[config.mk]
export PLATFORM = sky130hd
export DESIGN_NAME = cp_fifo_fetch
export DESIGN_NICKNAME = d
export VERILOG_FILES = /design/src/rtl/cp_fifo_fetch.sv
export SDC_FILE = /design/constraint.sdc
export NUM_CORES = 1
export LEC_CHECK = 0
export BUFFER_PORTS_ARGS = -buffer_cell sky130_fd_sc_hd__clkbuf_2
export CAP_MARGIN = 25
export CORE_ASPECT_RATIO = 1.4
export CORE_MARGIN = 8
export CORE_UTILIZATION = 55
export DETAILED_ROUTE_END_ITERATION = 7
export HOLD_SLACK_MARGIN = 0.03
export PLACE_DENSITY = 0.8
export SLEW_MARGIN = 20
export SYNTH_ARGS = -nofsm -noshare
export SYNTH_HDL_FRONTEND = slang
export SYNTH_SLANG_ARGS = --single-unit
[constraint.sdc]
create_clock -name clk -period 26.8 [get_ports clk]
set_clock_uncertainty 0.2 [all_clocks]
set_input_delay 2.68 -clock clk [delete_from_list [all_inputs] [get_ports clk]]
set_output_delay 2.68 -clock clk [all_outputs]
set_load 0.05 [all_outputs]
[src/rtl/cp_fifo_fetch.sv]
// rtl/cp_fifo_fetch.sv - CP FIFO read-side fetch engine (AXI AR/R to 32-bit command word stream)
//
// Fetches 32-byte command lines from the circular CP FIFO in host memory,
// one AXI burst at a time. The beats are buffered and then unpacked
// low word first into a 32-bit stream for the command decoder.
//
// Ports:
//   clk, resetn              clock, asynchronous active-low reset
//   enable                   allow new fetches from IDLE
//   fifo_base, fifo_end      FIFO first / last line byte address (bits[4:0] ignored)
//   write_ptr                producer pointer (bits[4:0] ignored)
//   rp_load, rp_load_val     load read pointer and flush buffered data
//   read_ptr, rw_distance    current fetch pointer, bytes pending (registered)
//   bus_error                sticky, set by any nonzero rresp
//   ar*/r*                   AXI read address / read data channels
//   out_data/valid/ready     registered command word stream
module cp_fifo_fetch #(
    parameter int ADDR_W      = 49,
    parameter int BURST_BEATS = 2,
    parameter int BUF_DEPTH   = 8
) (
    input  logic              clk,
    input  logic              resetn,
    input  logic              enable,
    input  logic [31:0]       fifo_base,
    input  logic [31:0]       fifo_end,
    input  logic [31:0]       write_ptr,
    input  logic              rp_load,
    input  logic [31:0]       rp_load_val,
    output logic [31:0]       read_ptr,
    output logic [31:0]       rw_distance,
    output logic              bus_error,
    output logic [ADDR_W-1:0] araddr,
    output logic [7:0]        arlen,
    output logic [2:0]        arsize,
    output logic [1:0]        arburst,
    output logic              arvalid,
    input  logic              arready,
    input  logic [127:0]      rdata,
    input  logic [1:0]        rresp,
    input  logic              rlast,
    input  logic              rvalid,
    output logic              rready,
    output logic [31:0]       out_data,
    output logic              out_valid,
    input  logic              out_ready
);

    localparam int PW = $clog2(BUF_DEPTH);
    localparam int CW = PW + 1;
    localparam logic [CW-1:0] BEATS_C = CW'(BURST_BEATS);
    localparam logic [CW-1:0] DEPTH_C = CW'(BUF_DEPTH);

    typedef enum logic [1:0] {S_IDLE, S_ADDR, S_DATA} state_e;

    state_e        state_q, state_d;
    logic          drain_q, drain_d;      // current burst belongs to a flushed pointer
    logic [26:0]   rp_q, rp_d;            // read pointer as a line index
    logic [31:0]   dist_q, dist_d;
    logic          bus_err_q, bus_err_d;
    logic [127:0]  mem_q [BUF_DEPTH];
    logic [PW-1:0] wr_q, wr_d, rd_q, rd_d;
    logic [CW-1:0] cnt_q, cnt_d;          // entries holding data
    logic [CW-1:0] used_q, used_d;        // entries holding data or reserved for the open burst
    logic [1:0]    wsel_q, wsel_d;        // next word within the head entry
    logic          out_valid_q, out_valid_d;
    logic [31:0]   out_data_q, out_data_d;

    logic [26:0]   base_l, end_l, wp_l;
    logic          can_issue, reserve, r_hs, beat_wr, have, retire;
    logic [127:0]  head;
    logic [31:0]   rp_a, wp_a, base_a, end_a;
    logic          unused_bits;

    assign base_l = fifo_base[31:5];
    assign end_l  = fifo_end[31:5];
    assign wp_l   = write_ptr[31:5];
    assign unused_bits = ^{fifo_base[4:0], fifo_end[4:0], write_ptr[4:0], rp_load_val[4:0]};

    // Space is claimed before the AR goes out, so rready never has to drop.
    assign can_issue = enable && (rp_q != wp_l) && ((DEPTH_C - used_q) >= BEATS_C);
    assign reserve   = (state_q == S_IDLE) && !rp_load && can_issue;
    assign r_hs      = (state_q == S_DATA) && rvalid;
    assign beat_wr   = r_hs && !drain_q && !rp_load;

    // FSM and read pointer
    always_comb begin
        state_d = state_q;
        drain_d = drain_q;
        rp_d    = rp_q;
        case (state_q)
            S_IDLE: begin
                if (reserve) state_d = S_ADDR;
            end
            S_ADDR: begin
                if (arready) begin
                    state_d = S_DATA;
                    if (!rp_load && !drain_q)
                        rp_d = (rp_q == end_l) ? base_l : rp_q + 27'd1;
                end
            end
            S_DATA: begin
                if (rvalid && rlast) begin
                    state_d = S_IDLE;
                    drain_d = 1'b0;
                end
            end
            default: state_d = S_IDLE;
        endcase
        if (rp_load) begin
            rp_d = rp_load_val[31:5];
            // A burst already requested must still be absorbed, unless it ends now.
            if ((state_q == S_ADDR) || ((state_q == S_DATA) && !(rvalid && rlast)))
                drain_d = 1'b1;
        end
    end

    // Buffer bookkeeping and skid output
    always_comb begin
        wr_d        = wr_q;
        rd_d        = rd_q;
        wsel_d      = wsel_q;
        out_valid_d = out_valid_q;
        out_data_d  = out_data_q;
        retire      = 1'b0;
        bus_err_d   = bus_err_q | (r_hs && (rresp != 2'b00));
        // When the buffer is empty the arriving beat is forwarded directly.
        head        = (cnt_q == '0) ? rdata : mem_q[rd_q];
        have        = (cnt_q != '0) || beat_wr;

        if (out_valid_q && out_ready) out_valid_d = 1'b0;
        if ((!out_valid_q || out_ready) && have) begin
            out_valid_d = 1'b1;
            out_data_d  = head[{wsel_q, 5'b0} +: 32];
            wsel_d      = wsel_q + 2'd1;
            retire      = (wsel_q == 2'd3);
        end
        if (retire)  rd_d = rd_q + PW'(1);
        if (beat_wr) wr_d = wr_q + PW'(1);

        cnt_d  = cnt_q + CW'(beat_wr) - CW'(retire);
        used_d = used_q + (reserve ? BEATS_C : '0) - CW'(retire);

        if (rp_load) begin
            wr_d        = '0;
            rd_d        = '0;
            wsel_d      = '0;
            cnt_d       = '0;
            used_d      = '0;
            out_valid_d = 1'b0;
            out_data_d  = '0;
        end
    end

    // Distance in bytes, accounting for wrap at fifo_end
    always_comb begin
        rp_a   = {rp_q, 5'b0};
        wp_a   = {wp_l, 5'b0};
        base_a = {base_l, 5'b0};
        end_a  = {end_l, 5'b0};
        if (wp_a >= rp_a) dist_d = wp_a - rp_a;
        else              dist_d = (end_a + 32'd32 - rp_a) + (wp_a - base_a);
    end

    always_ff @(posedge clk or negedge resetn) begin
        if (!resetn) begin
            state_q     <= S_IDLE;
            drain_q     <= 1'b0;
            rp_q        <= '0;
            dist_q      <= '0;
            bus_err_q   <= 1'b0;
            wr_q        <= '0;
            rd_q        <= '0;
            cnt_q       <= '0;
            used_q      <= '0;
            wsel_q      <= '0;
            out_valid_q <= 1'b0;
            out_data_q  <= '0;
        end else begin
            state_q     <= state_d;
            drain_q     <= drain_d;
            rp_q        <= rp_d;
            dist_q      <= dist_d;
            bus_err_q   <= bus_err_d;
            wr_q        <= wr_d;
            rd_q        <= rd_d;
            cnt_q       <= cnt_d;
            used_q      <= used_d;
            wsel_q      <= wsel_d;
            out_valid_q <= out_valid_d;
            out_data_q  <= out_data_d;
        end
    end

    // Storage needs no reset; occupancy counters define validity.
    always_ff @(posedge clk) begin
        if (beat_wr) mem_q[wr_q] <= rdata;
    end

    assign read_ptr    = {rp_q, 5'b0};
    assign rw_distance = dist_q;
    assign bus_error   = bus_err_q;
    assign araddr      = ADDR_W'({rp_q, 5'b0});
    assign arlen       = 8'(BURST_BEATS - 1);
    assign arsize      = 3'b100;
    assign arburst     = 2'b01;
    assign arvalid     = (state_q == S_ADDR);
    assign rready      = (state_q == S_DATA);
    assign out_data    = out_data_q;
    assign out_valid   = out_valid_q;

endmodule

==> impl_metrics.yaml <==
status:
  status: "finished, final reports clean"
critical_path:
  cp_cell_sequence: "clkbuf_2 > fa_1 > inv_1 > fa_1 > ha_1 > ha_1 > a21oi_1 > o211ai_1 > a311oi_1 > o21ai_0 > a21boi_0 > o21bai_1 > xnor2_1 > mux2i_1"
  cp.required_ns: 27.19
  cp_slowest_cell: "a311oi_1"
  r2r_end: "rw_distance[27]"
  endpoint_kind: "flop"
  path_max_fanout: 5
  ff2ff_setup_slack_ns: 21.65
  ff2ff_path_depth: 13
  rr_startpoint: "rp_q[7]"
  path_class: "in2reg"
  slowest_delay_ns: 0.64
  worstSetupStartpointType: "input pin"
  arrival_ns: 7.20
detailed_routing:
  dr.pass1.iters: 6
  wl_microns: 125200
  drtIter0Drc: 2408
  route.vias.total: 27480
  via_per_inst: 6.161
  drc_errors: 0
  wire_per_inst_microns: 28.07
  final_antenna_net_count: 0
clocking:
  cts_buffer_depth: 3
  cts_buffers: 100
  cts_tree: "built"
  htreeDepth: 3
  clk-insertion-delay-late_ns: 0.70
  cts_resized: 0
  ctsHoldBuffers: 0
  cts_sinks: 1131
  clk_pin_slew_ns: 0.07
  ctsRootBufferMaster: "clkbuf_16"
  post_cts_buffers: 0
final_layout:
  multi_input_area_sq_mm: 0.01558
  final.fill_count: 6266
  ff_latch_area_sq_mm: 0.03345
  layout-drive-gt1-share_pct: 28.47
  nets: 3574
  design_area_sq_mm: 0.05658
  fin_cells: 4461
  area.growth.synth_to_final_pct: 12.04
floorplanning:
  die_h_microns: 374.5
  initial_core_util_pct: 55.42
  ios: 428
  core-area_sq_mm: 0.09113
  num_rows: 131
  dieArea_sq_mm: 0.1019
  dieWidth_microns: 272.1
global_route:
  grt_overflow: 0
  use_met3_pct: 5.045
  busiest_layer: "met2"
  gr-usage-met1_pct: 28.28
  grt_pass1_wl_microns: 184800
  use_met2_pct: 43.27
  grt_pass1_vias: 29130
  grt_max_degree: 149
  grt_usage_pct: 24.23
  antenna_found_initial: 17
synth:
  ys.warnings.count: 0
  ys_ff_latch: 1131
  ys_types: 79
  async_flop_share_pct: 9.461
  synth_flop_cell: "edfxtp_1"
  synthesis.instances: 2832
  synth_edf_count: 1024
  synth_seq_area_share_pct: 66.19
  syn_area_per_cell_sq_um: 17.83
  netlist_area_sq_mm: 0.05050
min_path:
  min_to: "bus_error"
  hold_class: "reg2reg"
  hp-start: "bus_error"
  hold_path_depth: 1
power:
  p_int_mw: 3.101
  pwr_density_cell_mw_per_mm2: 77.98
  finalPower_mw: 4.413
  irDropWorstVdd_mv: 0.06197
  p_leak_nw: 19.37
  switching_power_mw: 1.311
  clkPwrFrac_pct: 33.0
  pwr-share-seq_pct: 45.6
  power_switching_share_pct: 29.72
  p_comb_share_pct: 21.4
place:
  dp.cells: 4252
  hpwl_microns: 74420
  dpl_cell_area_sq_mm: 0.05318
  place_ws_ns: 19.36
  place_congestion: 0.9518
  io_buffer_count: 362
sta:
  rsz0062_at_grt: "false"
  worst_slack_ns: 19.99
  final_max_slew_viol_count: 0
  post-route-period-util_pct: 25.40
  max_freq_ghz: 0.1469
  hold_viol: 0
  setup_viol: 0
  slew_headroom_pct: 21.70
  worst_slew_pin_slew_ns: 1.175
  fin_crit_ns: 6.808
  finalSetupTns_ns: 0
flow_run:
  maxCapViolCount: 0
placed cells by master, fill, tap and decap left out, types with 13 or more instances in the layout:
cell type / count
nor2_1: 80
nand3_1: 26
a21o_1: 17
xnor2_1: 73
clkinv_2: 18
o21ai_0: 64
o21bai_1: 13
mux4_2: 339
mux2i_1: 71
conb_1: 45
diode_2: 19
ha_1: 95
nand4_1: 18
clkbuf_16: 101
inv_1: 142
buf_4: 20
nor2b_1: 13
clkbuf_2: 360
a21oi_1: 137
a211oi_1: 53
edfxtp_1: 1024
nor3_1: 16
clkinv_1: 17
clkbuf_1: 18
nand2_1: 115
dfrtp_1: 102
fa_1: 54
xor2_1: 39
cells in the mapped netlist (all sizes together) (55+ instances only):
cell type | instances | share of area (%)
clkbuf | 73 | 0.61
nand2 | 116 | 0.87
a21oi | 137 | 1.4
mux2i | 71 | 1.4
dfrtp | 107 | 5.3
edfxtp | 1024 | 61
ha | 95 | 2.4
nor2 | 86 | 0.64
inv | 142 | 1.1
mux4 | 339 | 15
xnor2 | 73 | 1.3
a211oi | 55 | 0.84
o21ai | 65 | 0.64
buf | 134 | 1.8
registers in the layout (all words and copies together) (netlist names):
register and flops:
wr_q 3, rp_q 27, out_data 32, bus_error 1
used_q 4, state_q 2, mem_q 1024, rw_distance 27
wsel_q 2, drain_q 1, rd_q 3, cnt_q 4
out_valid 1
power by group through the flow:
stage               Sequential (mW)  Clock, mW  Combinational (mW)
floorplan                      2.15          0               0.596
global placement               2.05          0               0.926
detailed placement             2.05          0               0.938
CTS                            2.01       1.48               0.944
global route                   2.01       1.54                1.03
finish                         2.01       1.46               0.946
through the flow:
stage	hold WS (ns)	utilization, %
global placement	0.2611	58.35
finish	0.2890	62.09
CTS	0.2833	61.98
global route	0.3317	62.04
detailed placement	0.2650	58.35
floorplan	0.2972	-
logic make-up (layout without fill, tap and decap cells):
logic type / after synthesis / count (layout) / synth area share, %
simple gates: 320 / 320 / 2.926
buf+inv: 351 / 721 / 3.471
other cells: 2 / 64 / 0.01487
xor+xnor: 112 / 112 / 1.942
compound gates: 353 / 353 / 4.348
flops: 1131 / 1131 / 66.19
fa+ha+maj: 149 / 149 / 4.494
mux: 414 / 414 / 16.61
cell type report:
type / instances / area share [%]
Sequential cell: 1131 / 59.11
Multi-Input combinational cell: 1393 / 27.53
Antenna cell: 19 / 0.08403
Inverter: 142 / 0.9420
Clock inverter: 66 / 1.187
Timing Repair Buffer: 391 / 3.837
Tap cell: 1197 / 2.647
Clock buffer: 122 / 4.659
critical path: cells and delay by family:
| family | cells | cell delay [ns] |
|---|---|---|
| AOI/OAI and AO/OA | 6 | 2.30 |
| xor gates and xnor gates | 1 | 0.15 |
| adders and majority gates | 4 | 1.65 |
| buffers and inverters | 2 | 0.19 |
| muxes | 1 | 0.22 |
how the worst max path moves through the flow:
stage | startpoint | to
after floorplan | rp_load | mem_q[1][0]
after global placement | fifo_base[12] | rw_distance[27]
after detailed placement | fifo_base[12] | rw_distance[27]
after CTS | fifo_base[12] | rw_distance[27]
after global routing | fifo_base[12] | rw_distance[27]
final | fifo_base[12] | rw_distance[27]
layer usage:
metal | routed length, microns | part of all wire [%]
met1 | 44290 | 35
met5 | 42 | 0.034
met4 | 4757 | 3.8
met2 | 66010 | 53
met3 | 10120 | 8.1
Note: power is estimated with default switching activity, not from simulation.
